==> src/rtl/dcache_direct_wb.sv <==
// Direct-mapped write-back write-allocate data cache with a 128-bit block memory port.
// Optional hit/miss counters are enabled by defining DCACHE_STATS_EN.
module dcache_direct_wb #(
  parameter int NUM_SETS = 8
) (
  input  logic         CLK,
  input  logic         RESET,
  input  logic         read,
  input  logic         write,
  input  logic [31:0]  address,
  input  logic [31:0]  writedata,
  output logic [31:0]  readdata,
  output logic         busywait,
  output logic         mem_read,
  output logic         mem_write,
  output logic [27:0]  mem_address,
  output logic [127:0] mem_writedata,
  input  logic [127:0] mem_readdata,
  input  logic         mem_busywait
`ifdef DCACHE_STATS_EN
  ,
  output logic [31:0]  hit_count,
  output logic [31:0]  miss_count
`endif
);

  localparam int IW = $clog2(NUM_SETS);
  localparam int TW = 28 - IW;

  typedef enum logic [1:0] {
    IDLE, WBACK, FETCH, UPDATE
  } state_t;

  state_t state;

  logic [127:0]        data_q [NUM_SETS];
  logic [TW-1:0]       tag_q  [NUM_SETS];
  logic [NUM_SETS-1:0] valid_q;
  logic [NUM_SETS-1:0] dirty_q;
  logic [31:0]         rd_q;

  logic [IW-1:0] idx;
  logic [TW-1:0] tag;
  logic [1:0]    off;
  logic [127:0]  line;
  logic [31:0]   word;
  logic          hit;
  logic          req;
  logic          rd_hit;
  logic          wr_hit;
  logic          unused_ok;

  assign idx  = address[3+IW:4];
  assign tag  = address[31:4+IW];
  assign off  = address[3:2];
  assign line = data_q[idx];
  assign word = line[{off, 5'b0} +: 32];
  assign hit  = valid_q[idx] && (tag_q[idx] == tag);
  assign req  = read | write;

  assign rd_hit = (state == IDLE) && read && !write && hit;
  assign wr_hit = (state == IDLE) && write && hit;
  assign unused_ok = ^address[1:0];

  // Hit data bypasses the register so loads that hit never stall
  assign readdata = rd_hit ? word : rd_q;
  assign busywait = !RESET &&
                    ((state != IDLE) || (req && !hit));

  assign mem_read  = (state == FETCH);
  assign mem_write = (state == WBACK);

  always_comb begin
    mem_address   = '0;
    mem_writedata = '0;
    if (state == FETCH) begin
      mem_address = address[31:4];
    end else if (state == WBACK) begin
      mem_address   = {tag_q[idx], idx};
      mem_writedata = line;
    end
  end

  always_ff @(posedge CLK or posedge RESET) begin
    if (RESET) begin
      state   <= IDLE;
      valid_q <= '0;
      dirty_q <= '0;
      rd_q    <= '0;
    end else begin
      unique case (state)
        IDLE: begin
          if (req && hit) begin
            if (write) dirty_q[idx] <= 1'b1;
            else       rd_q <= word;
          end else if (req) begin
            state <= (valid_q[idx] && dirty_q[idx]) ? WBACK : FETCH;
          end
        end
        WBACK: begin
          if (!mem_busywait) state <= FETCH;
        end
        FETCH: begin
          if (!mem_busywait) state <= UPDATE;
        end
        UPDATE: begin
          valid_q[idx] <= 1'b1;
          dirty_q[idx] <= 1'b0;
          state        <= IDLE;
        end
      endcase
    end
  end

  // Refill lands in the array at fetch completion; the line only turns valid in UPDATE
  always_ff @(posedge CLK) begin
    if (wr_hit) begin
      data_q[idx][{off, 5'b0} +: 32] <= writedata;
    end else if (state == FETCH && !mem_busywait) begin
      data_q[idx] <= mem_readdata;
      tag_q[idx]  <= tag;
    end
  end

`ifdef DCACHE_STATS_EN
  logic refill_q;

  always_ff @(posedge CLK or posedge RESET) begin
    if (RESET) begin
      hit_count  <= '0;
      miss_count <= '0;
      refill_q   <= 1'b0;
    end else begin
      if (state == UPDATE)    refill_q <= 1'b1;
      else if (state == IDLE) refill_q <= 1'b0;
      if (state == IDLE && req) begin
        if (!hit)           miss_count <= miss_count + 32'd1;
        else if (!refill_q) hit_count  <= hit_count + 32'd1;
      end
    end
  end
`endif

endmodule

==> config.mk <==
export PLATFORM = sky130hd
export DESIGN_NAME = dcache_direct_wb
export DESIGN_NICKNAME = d
export VERILOG_FILES = /design/src/rtl/dcache_direct_wb.sv
export SDC_FILE = /design/constraint.sdc
export NUM_CORES = 1
export LEC_CHECK = 0
export BUFFER_PORTS_ARGS = -buffer_cell sky130_fd_sc_hd__buf_4
export CORE_ASPECT_RATIO = 1.75
export CORE_MARGIN = 2
export CORE_UTILIZATION = 55
export DETAILED_ROUTE_END_ITERATION = 10
export GPL_ROUTABILITY_DRIVEN = 1
export GPL_TIMING_DRIVEN = 1
export HOLD_SLACK_MARGIN = 0.05
export PLACE_DENSITY = 0.74
export SLEW_MARGIN = 20
export SYNTH_ARGS = -nofsm -noshare
export SYNTH_HDL_FRONTEND = slang
export SYNTH_SLANG_ARGS = --single-unit
==> constraint.sdc <==
create_clock -name CLK -period 5.5 [get_ports CLK]
set_clock_uncertainty 0.15 [all_clocks]
set_input_delay 0.55 -clock CLK [delete_from_list [all_inputs] [get_ports CLK]]
set_output_delay 0.55 -clock CLK [all_outputs]
set_load 0.02 [all_outputs]
==> metrics.txt <==
critical path arrival=4.40 ns; Max Fclk=0.1962 GHz; Initial Util=55.47%; endpoints failing hold=0; Final Worst Setup Slack=0.4034 ns; Register Area=38,010 µm²; Yosys cell types=65; Int Pwr=0.01677 W; most frequent cells in the layout=1,224 x edfxtp_1, 531 x buf_4, 345 x a22oi_1, 267 x nand2_1, 206 x mux2i_1; Sinks on Clock Net=1,274; Syn-to-layout area delta=19.25%; H-tree depth=3; final instance area=62,270 µm²; LEAKAGE=21.95 nW; first-pass iteration count of the detailed router=6; drt initial violations=4,194; maximum capacitance violations=0; cell count after synthesis=3,302; worst slack, placed=0.04120 ns; mux share of post-synthesis cell area=8.779%; Pins Over Slew Limit=0; Power Density=366.7 nW/µm²; main combinational cell family by area after synthesis=compound AO/OA/AOI/OAI gates; Tcrit/Tclk final=92.66%; share of cells above drive strength 1=23.75%; crit path time final=5.097 ns; number of synthesized flops with an enable pin=1,224; DP HPWL=109.5 mm; largest net degree at the start of global routing=113; final WL=166.5 mm; multi-input logic area=13,290 µm²; Psw=0.006065 W; drt via density=6.627; fraction of registers with async set/reset=3.925%; number of synthesized register bits=1,274; worst min path class=in2reg; status=complete, no violations; CP Class=in2out; Die Ht=411.6 µm; Synth Area in Compound Gates=9.500%; IO Pins=388; Mapped Area=52,220 µm²; post-synthesis adder-cell area fraction=0.2156%; Syn Area/Cell=15.81 µm²; worst slew pin tran=1.170 ns; Clock Power Share=32.8%; CTS Buffer Depth=3; commonest non-fill, non-tap cell in the layout=edfxtp_1; Worst-path clk slew=0.07 ns; # port buffers=385; Required @ worst endpoint=4.80 ns; Avg WL per Cell=32.61 µm; residual DRC count=0; Worst-Skew Late Latency=0.72 ns; XOR/XNOR Fraction of Synth Area=0.1845%; register area share after synthesis=72.78%; worst-path maximum fanout=52; floorplan row count=149; Syn Nets=3,508; total negative slack=0 ns; part of the power in registers=50.6%; Layout fillers=6,285; global-route wire length before repair=231.9 mm; simple-gate share of the synthesized area=5.389%; post-CTS setup buffer count=0; core area=94,150 µm²; yosys warns=0; DR vias=33,839; Worst slew margin=21.83%; Final nets=4,012; antenna viol nets, final=0; crit path launch type=primary input; antenna violations before repair=7; Worst Setup End Kind=output port; number of CTS-inserted buffers=104; number of global-route vias before repair=32,844; Primary FF master, synth=edfxtp_1; post-CTS sizing=0; maximum vdd drop=0.0002907 V; total overflow reported by the global router=0; Comb power frac=16.6%; placed cell areas=58,560 µm²; RSZ-0062 raised after global routing=no; Root Buffer Master=clkbuf_16; Setup violations, final=0; CTS tree=yes; DIE AREA=97,520 µm²; Chip Width=236.9 µm; Switching Fraction=26.56%; gr usage total=33.86%; GP Congestion=0.8399
cell type report:
class / count / area share (%)
clock buffer: 138 / 4.549
sequential: 1274 / 61.03
multi-input combinational: 1661 / 21.33
clock inverter: 56 / 0.9684
antenna: 4 / 0.01607
tap: 1208 / 2.427
timing repair buffer: 620 / 8.800
inverter: 145 / 0.8740
kinds of logic after synthesis:
logic type,Yosys count
compound gates,674
xor+xnor,11
fa+ha+maj,9
buf+inv,367
flops,1274
mux,369
simple gates,598
power by group through the flow:
stage / clock network [W] / registers [W] / logic (W)
after global placement: 0 / 0.0117 / 0.00363
after detailed placement: 0 / 0.0118 / 0.00370
after floorplan: 0 / 0.0117 / 0.00194
final: 0.00750 / 0.0116 / 0.00378
after global routing: 0.00785 / 0.0116 / 0.00392
after CTS: 0.00752 / 0.0116 / 0.00373
cell usage after synthesis, types with 17 or more instances:
cell | number | area share, %
nand4_1 | 52 | 0.62
nor3_1 | 17 | 0.16
mux2_2 | 54 | 1.2
nand3_1 | 25 | 0.24
o21ai_0 | 71 | 0.68
mux4_2 | 61 | 2.6
mux2_1 | 48 | 1.0
nand2_1 | 269 | 1.9
inv_1 | 141 | 1.0
a31oi_1 | 27 | 0.32
a22o_1 | 34 | 0.57
and2_1 | 73 | 0.87
buf_2 | 57 | 0.55
buf_1 | 32 | 0.23
mux2i_1 | 206 | 3.9
and3_1 | 22 | 0.26
buf_6 | 20 | 0.43
o22ai_1 | 19 | 0.23
edfxtp_1 | 1224 | 70
a22oi_1 | 345 | 5.0
a221oi_1 | 49 | 0.82
clkbuf_1 | 101 | 0.73
a21oi_1 | 31 | 0.30
dfrtp_1 | 50 | 2.4
nor2_1 | 98 | 0.70
o2bb2ai_1 | 33 | 0.55
worst max-delay path, cell delays in order:
cell	delay [ns]
buf_6	0.48
mux4_2	0.60
mux2i_1	0.22
xor2_1	0.18
o21ai_0	0.15
nor4_1	0.40
buf_4	0.21
and4_1	0.34
and3b_4	0.41
buf_12	0.22
mux2_1	0.41
buf_4	0.18
final timing paths:
kind | end | from | slack [ns] | cells past startpoint
worst max-delay path | readdata[6] | address[4] | 0.40 | 12
worst min-delay path | flop | write | 0.13 | 3
worst max register to register | data_q[1][3] | tag_q[7][4] | 0.75 | 11
worst min register to register | valid_q[2] | valid_q[2] | 0.30 | 1
max in group asynchronous | async pin | RESET | 3.68 | 4
min in group asynchronous | rd_q[5] | RESET | 0.40 | 3
metal layers:
layer | GRT usage, % | vias up | wire length, µm
met1 | 41.36 | 16868 | 55550
met2 | 56.65 | 2507 | 81700
met3 | 6.144 | 466 | 18130
met4 | 20.05 | 6 | 11100
li1 | - | 13992 | -
met5 | 0 | - | 36
metrics by stage:
stage | power, W | hold slack (ns) | util (%) | cells
floorplan | 0.01368 | 0.2724 | - | 3302
global placement | 0.01536 | 0.2859 | 62.20 | 4881
detailed placement | 0.01545 | 0.2943 | 62.20 | 4881
CTS | 0.02280 | 0.09209 | 66.13 | 5102
global route | 0.02335 | 0.1498 | 66.14 | 5105
finish | 0.02283 | 0.1311 | 66.15 | 5106
flip-flops by register name (all words and copies together) (netlist names), named ones only:
name and flops:
data_q 1024, rd_q 32, state 2, tag_q 200
valid_q 8
repair_timing:
item	CTS	global route
setup endpoints to repair	0	0
hold buffers	27	0
endpoints found under the hold margin	215	0
Power figures use the tool's default switching activity.
